`config.mk`:
```
export PLATFORM = sky130hd
export DESIGN_NAME = regfile_mp
export DESIGN_NICKNAME = d
export VERILOG_FILES = /design/src/rtl/regfile_mp.sv
export SDC_FILE = /design/constraint.sdc
export NUM_CORES = 1
export LEC_CHECK = 0
export ABC_AREA = 1
export CAP_MARGIN = 0
export CORE_MARGIN = 2
export CORE_UTILIZATION = 61
export CTS_BUF_LIST = sky130_fd_sc_hd__clkbuf_8
export CTS_CLUSTER_DIAMETER = 40
export DETAILED_ROUTE_END_ITERATION = 6
export PLACE_DENSITY_LB_ADDON = 0.12
export SLEW_MARGIN = 20
export SYNTH_ARGS = -nofsm -noshare
export SYNTH_HDL_FRONTEND = slang
export SYNTH_SLANG_ARGS = --single-unit
```
`constraint.sdc`:
```
create_clock -name clk -period 1.6 [get_ports clk]
set_input_delay 0.24 -clock clk [delete_from_list [all_inputs] [get_ports clk]]
set_output_delay 0.24 -clock clk [all_outputs]
set_load 0.01 [all_outputs]
```
`src/rtl/regfile_mp.sv`:
```
// Multi-port register file: one write port, two combinational read ports, optional
// write forwarding and hardwired-zero R0, plus a per-register busy scoreboard.
module regfile_mp #(
  parameter int DATA_W  = 16,
  parameter int ADDR_W  = 3,
  parameter int BYPASS  = 0,
  parameter int ZERO_R0 = 0
) (
  input  logic                   clk,
  input  logic                   rst_n,
  input  logic [DATA_W-1:0]      data_in,
  input  logic [ADDR_W-1:0]      writenum,
  input  logic                   write,
  input  logic [ADDR_W-1:0]      readnum_a,
  input  logic [ADDR_W-1:0]      readnum_b,
  output logic [DATA_W-1:0]      data_out_a,
  output logic [DATA_W-1:0]      data_out_b,
  input  logic                   reserve,
  input  logic [ADDR_W-1:0]      reservenum,
  output logic                   busy_a,
  output logic                   busy_b,
  output logic [(2**ADDR_W)-1:0] busy_vec
);

  localparam int NREGS = 2 ** ADDR_W;

  logic [DATA_W-1:0] regs_q [NREGS];
  logic [NREGS-1:0]  busy_q;
  logic [NREGS-1:0]  busy_d;
  logic [NREGS-1:0]  wr_sel;
  logic [NREGS-1:0]  rsv_sel;

  // Per-register decode; a hardwired R0 simply never gets selected.
  for (genvar gi = 0; gi < NREGS; gi++) begin : g_reg
    localparam bit LOCKED = (ZERO_R0 != 0) && (gi == 0);
    assign wr_sel[gi]  = !LOCKED && write   && (writenum   == ADDR_W'(gi));
    assign rsv_sel[gi] = !LOCKED && reserve && (reservenum == ADDR_W'(gi));
    // A reserve landing with the completing write leaves the register busy.
    assign busy_d[gi]  = rsv_sel[gi] | (busy_q[gi] & ~wr_sel[gi]);
  end

  always_ff @(posedge clk or negedge rst_n) begin
    if (!rst_n) begin
      for (int i = 0; i < NREGS; i++) regs_q[i] <= '0;
      busy_q <= '0;
    end else begin
      for (int i = 0; i < NREGS; i++) begin
        if (wr_sel[i]) regs_q[i] <= data_in;
      end
      busy_q <= busy_d;
    end
  end

  for (genvar gi = 0; gi < 2; gi++) begin : g_rd
    logic [ADDR_W-1:0] sel;
    logic [DATA_W-1:0] data_c;
    logic              busy_c;

    assign sel = (gi == 0) ? readnum_a : readnum_b;

    always_comb begin
      data_c = regs_q[sel];
      busy_c = busy_q[sel];
      if ((BYPASS != 0) && write && (writenum == sel)) begin
        data_c = data_in;
        busy_c = reserve && (reservenum == sel);
      end
      if ((ZERO_R0 != 0) && (sel == '0)) begin
        data_c = '0;
        busy_c = 1'b0;
      end
      // Reset masks the forwarded path too, not just the cleared storage.
      if (!rst_n) begin
        data_c = '0;
        busy_c = 1'b0;
      end
    end
  end

  assign data_out_a = g_rd[0].data_c;
  assign data_out_b = g_rd[1].data_c;
  assign busy_a     = g_rd[0].busy_c;
  assign busy_b     = g_rd[1].busy_c;
  assign busy_vec   = rst_n ? busy_q : '0;

endmodule
```
Word level (Yosys, flattened, before mapping)
Index checks and enable logic that the tools add are counted.
{ "word_totals": {"reg_bits": 136, "input_bits": 32, "out_inout_bits": 42, "wordCells": 86} }
{ "op_classes": {"magnitude_cmp": 4, "n_eq_ne": 14, "muxes": 15, "bitwise_logic": 26, "reduce_logical": 18} }
{ "op_table": {"columns": ["op", "n"], "rows": [
  ["16-bit binary-select mux with 3-bit select", 2],
  ["16-bit two-way mux", 6],
  ["3-bit equality test (second input constant)", 8],
  ["1-bit logical AND", 16],
  ["3-bit by 2-bit equality test with 1-bit output (second input constant)", 4],
  ["1-bit bitwise AND", 8],
  ["4-bit >= comparator (second input constant)", 2],
  ["3-bit by 4-bit < comparator with 1-bit output (second input constant)", 2],
  ["8-bit two-way mux", 1],
  ["1-bit NOT", 8],
  ["3-bit NOT with 4-bit output", 2],
  ["1-bit OR", 8],
  ["1-bit binary-select mux with 3-bit select", 2],
  ["3-bit by 1-bit equality test with 1-bit output (second input constant)", 2],
  ["3-bit zero test", 2],
  ["1-bit two-way mux", 4]
]} }

Longest topological paths before layout
{ "depth": {"word_depth": 5, "depth_mapped": 9, "depth_no_buf": 6} }

Worst setup path after synthesis
No wires, ideal clock.
{ "synth_timing": {"path_type": "input port to output port", "start": "in readnum_a[0]", "end": "out data_out_a[12]", "t_arrival_ns": 1.061, "t_required_ns": 1.360, "path_slack_ns": 0.299, "stages": 8, "n_path_buf": 3, "cell_sequence": "buf_4 -> buf_6 -> buf_2 -> nand2_1 -> nand3_1 -> nand3_1 -> nand2_1 -> nor2_1"} }
{ "synth_via": {"elab_chain_cells": 5} }
{ "synth_lines": {"columns": ["element", "line_no", "text"], "rows": [
  ["start: declaration", "14", "input logic [ADDR_W-1:0] readnum_a,"],
  ["3-bit NOT with 4-bit output (implied by the code)", "62", "data_c = regs_q[sel];"],
  ["16-bit binary-select mux with 3-bit select", "62", null],
  ["16-bit two-way mux (implied by the code) (2 in a row)", "62", null],
  ["16-bit two-way mux", "73", "if (!rst_n) begin"],
  ["end: declaration", "16", "output logic [DATA_W-1:0] data_out_a,"]
]} }
No other way between the ends. The select of a mux whose other input is x is not followed.

Worst setup path in the final report
{ "layout_timing": {"start": "reg regs_q[83] (netlist bit)", "end": "out data_out_b[3]"} }
{ "layout_via": {"elab_chain_cells": 4} }
{ "layout_lines": {"columns": ["element", "line_no", "text"], "rows": [
  ["start: declaration", "27", "logic [DATA_W-1:0] regs_q [NREGS];"],
  ["start signal: indexed assignment", "48", "if (wr_sel[i]) regs_q[i] <= data_in;"],
  ["16-bit binary-select mux with 3-bit select", "62", null],
  ["16-bit two-way mux (implied by the code) (2 in a row)", "62", null],
  ["16-bit two-way mux", "73", null],
  ["end: declaration", "17", "output logic [DATA_W-1:0] data_out_b,"]
]} }
No other way between the ends. The select of a mux whose other input is x is not followed.

==> qor.csv <==
stage;metric;value;unit
power;Total Power;11500;µW
critical_path;CP Capture Type;output port;
logic_synthesis;Synth Area in Compound Gates;0.0834;
critical_path;Setup crit start kind;register;
critical_path;worst r2r src;busy_q[1]$_DFF_PN0_;
critical_path;worst reg2reg endpoint;busy_q[1]$_DFF_PN0_;
cells_and_area;layout overhead on the synthesized area;36.6;%
critical_path;critical path startpoint;regs_q[83]$_DFFE_PN0P_;
cells_and_area;layout cell share with drive strength beyond 1;0.307;
clock_network;CTS root buffer;clkbuf_8;
placement;area post-placement;0.00970;mm²
cells_and_area;fin area;0.0112;mm²
cells_and_area;Antenna diodes;0;
critical_path;crit path DAT;1.55;ns
cells_and_area;filler cell count;797;
placement;Final GP Congestion;0.895;
min_path;path category of the worst min-delay check;input port to async pin;
flow_run;Max-Cap Viols;0;
sta;Worst Tran Pin Value;0.357;ns
routing;Starting DRT DRC Count;1253;
floorplanning;die area;0.0144;mm²
logic_synthesis;Syn Nets;1296;
routing;total routed wirelength;28.7;mm
routing;ANT nets after route;0;
clock_network;clk buf depth;2;
critical_path;critical path type;register to output port;
logic_synthesis;Synth Cell Area;0.00818;mm²
floorplanning;Initial Util;0.620;
logic_synthesis;register area share after synthesis;0.416;
sta;setup TNS;-2.95;ns
global_route;grt total ovfl;0;
clock_network;H-tree lvl count;4;
critical_path;reg2reg path depth;4;
routing;Residual DRC;0;
logic_synthesis;area leader, netlist;dfrtp_1;
sta;skew final;0;ns
routing;DR vias;9378;
sta;Setup-failing EPs final;34;
outcome;outcome;complete, but fails checks;
floorplanning;Rows;42;
power;Peak VDD IR;0.668;mV
routing;drt first pass iters;6;
critical_path;Critical Path Fanout Max;2;
floorplanning;Die X;120;µm
placement;pre-CTS setup slack;-0.683;ns
routing;Avg Vias per Cell;5.77;
logic_synthesis;proportion of synthesized area in mux cells;0;
logic_synthesis;XOR/XNOR Fraction of Synth Area;0;
critical_path;WP data required;1.36;ns
clock_network;clk sink count;136;
clock_network;clk slew on worst S/H paths;0.08;ns
sta;fin crit period;1.79;ns
global_route;GRT Total Usage;0.380;
clock_network;clock latency on the worst-skew pair;0.46;ns
logic_synthesis;share of the synthesized area in the top cell type;0.416;
floorplanning;core box area;0.0132;mm²
sta;Setup WS post-layout;-0.193;ns
sta;Worst slew margin;0.761;
sta;RSZ-0062 raised after global routing;true;
logic_synthesis;top cells by area, synth;dfrtp_1 (42%), nand2_1 (23%), nand3_1 (10%), o21ai_0 (8.3%), inv_1 (7.6%);
critical_path;crit path to;data_out_b[3];
logic_synthesis;Syn Inst Count;1264;
global_route;largest net degree at the start of global routing;35;
global_route;initial antenna violation count;0;
cells_and_area;final net count;1467;
outcome;failing checks;negative setup slack;
power;Lkg Pwr;0.00597;µW
critical_path;FF-to-FF setup slack;0.70;ns
floorplanning;Die Height;120;µm
sta;fmax;558;MHz
logic_synthesis;yosys warns;0;
sta;Final Hold Viols;0;
sta;Tcrit/Tclk final;1.12;
logic_synthesis;count of state elements after synthesis;136;
placement;Port-buffer cells;73;
clock_network;CTS Buf Count;17;
cells_and_area;Core Util, Final;0.847;
power;PwrDens;1030;mW/mm²
placement;detailed placement HPWL;16.1;mm
logic_synthesis;largest family of logic cells by synthesized area;simple AND/OR/NAND/NOR gates;
logic_synthesis;syn avg cell area;6.47;µm²
global_route;global-route wire length before repair;42.6;mm
logic_synthesis;simple-gate area share of the yosys netlist;0.368;
logic_synthesis;Cell variety after synth;17;
clock_network;CTS tree;done;
floorplanning;I/O pin total;74;
global_route;number of global-route vias before repair;8665;
logic_synthesis;Post-Synth Adder-Cell Area;0;
routing;drt wl/cell;17.7;µm
sta;Slew Viols, Final;0;
[cell type report]
cell class	instances	area, µm²	share of cell area
Timing Repair Buffer	233	2270	0.203
Clock buffer	18	248	0.0222
Sequential cell	136	3400	0.305
Inverter	171	648	0.0580
Clock inverter	14	199	0.0178
Tap cell	176	220	0.0197
Multi-Input combinational cell	876	4180	0.375
[critical path, cell delays in order, from the launching register on]
cell,delay [ns]
dfrtp_1,0.41
inv_1,0.12
nand2_1,0.11
nand3_2,0.09
nand2_2,0.07
nor2_4,0.13
nor2_4,0.06
buf_6,0.11
[sequential cells by signal, summed over array words and instances, names as in the netlist]
| name | cells |
|---|---|
| regs_q | 128 |
| busy_q | 8 |
[worst min-delay path by stage]
stage	start	endpoint	slack, ns	cells after the start
2_1_floorplan	rst_n	busy_q[0]$_DFF_PN0_	-0.06	0
3_3_place_gp	rst_n	regs_q[115]$_DFFE_PN0P_	0.18	2
3_5_place_dp	rst_n	regs_q[115]$_DFFE_PN0P_	0.18	2
4_1_cts	rst_n	regs_q[56]$_DFFE_PN0P_	0.01	4
5_1_grt	rst_n	regs_q[40]$_DFFE_PN0P_	0.04	4
6_report	rst_n	regs_q[72]$_DFFE_PN0P_	0.04	4
[cells in the mapped netlist]
library cell	n
nand2_1	496
nand3_1	171
inv_1	165
dfrtp_1	136
o21ai_0	135
nor2_1	71
buf_2	49
clkbuf_1	11
buf_6	8
clkbuf_2	5
inv_2	5
buf_1	4
buf_4	4
clkinv_1	1
nor2_2	1
nor3_4	1
o22ai_1	1
[power breakdown]
group / total, µW / internal, µW / switching, µW
registers: 4520 / 4090 / 427
logic: 3750 / 1590 / 2150
clock network: 3230 / 1750 / 1490
[layer usage]
layer,track usage,up-vias,part of all wire
li1,-,4228,-
met1,0.480,4298,0.36
met2,0.624,690,0.47
met3,0.0789,162,0.11
met4,0.188,0,0.061
met5,0,-,0
[metrics by stage]
step / instances / hold slack, ns
after floorplan: 1264 / -0.0556
after global placement: 1522 / 0.184
after detailed placement: 1522 / 0.183
after CTS: 1591 / 0.0123
after global routing: 1624 / 0.0369
final: 1624 / 0.0418
[kinds of logic (layout without fill, tap and decap cells)]
family	after synthesis	after routing
flip-flops	136	136
AND/OR/NAND/NOR	740	740
AO/OA/AOI/OAI	136	136
buffers and inverters	252	436
[timing repair]
| item | in CTS | in global routing |
|---|---|---|
| cloned | 2 | 0 |
| gates resized for setup | 234 | 179 |
| pin swaps | 57 | 94 |
| endpoints found under the setup margin | 42 | 40 |
| setup buffers | 16 | 34 |
| hold endpoints to repair | 107 | 0 |
| hold buffers | 20 | 0 |
[placed cells by master, fill, tap and decap left out, types with 12 or more instances in the layout]
master and instances:
inv_1 76, dfrtp_1 136, buf_4 101, dlygate4sd3_1 20, nand2_2 55, inv_2 93, nor2_2 30, nand3_1 126
nand2_1 440, nand3_2 44, buf_2 32, o21ai_0 135, buf_12 28, buf_6 12, nor2_1 36, clkbuf_8 18
clkdlybuf4s50_1 25
No activity file was read; power rests on OpenSTA's default activity.
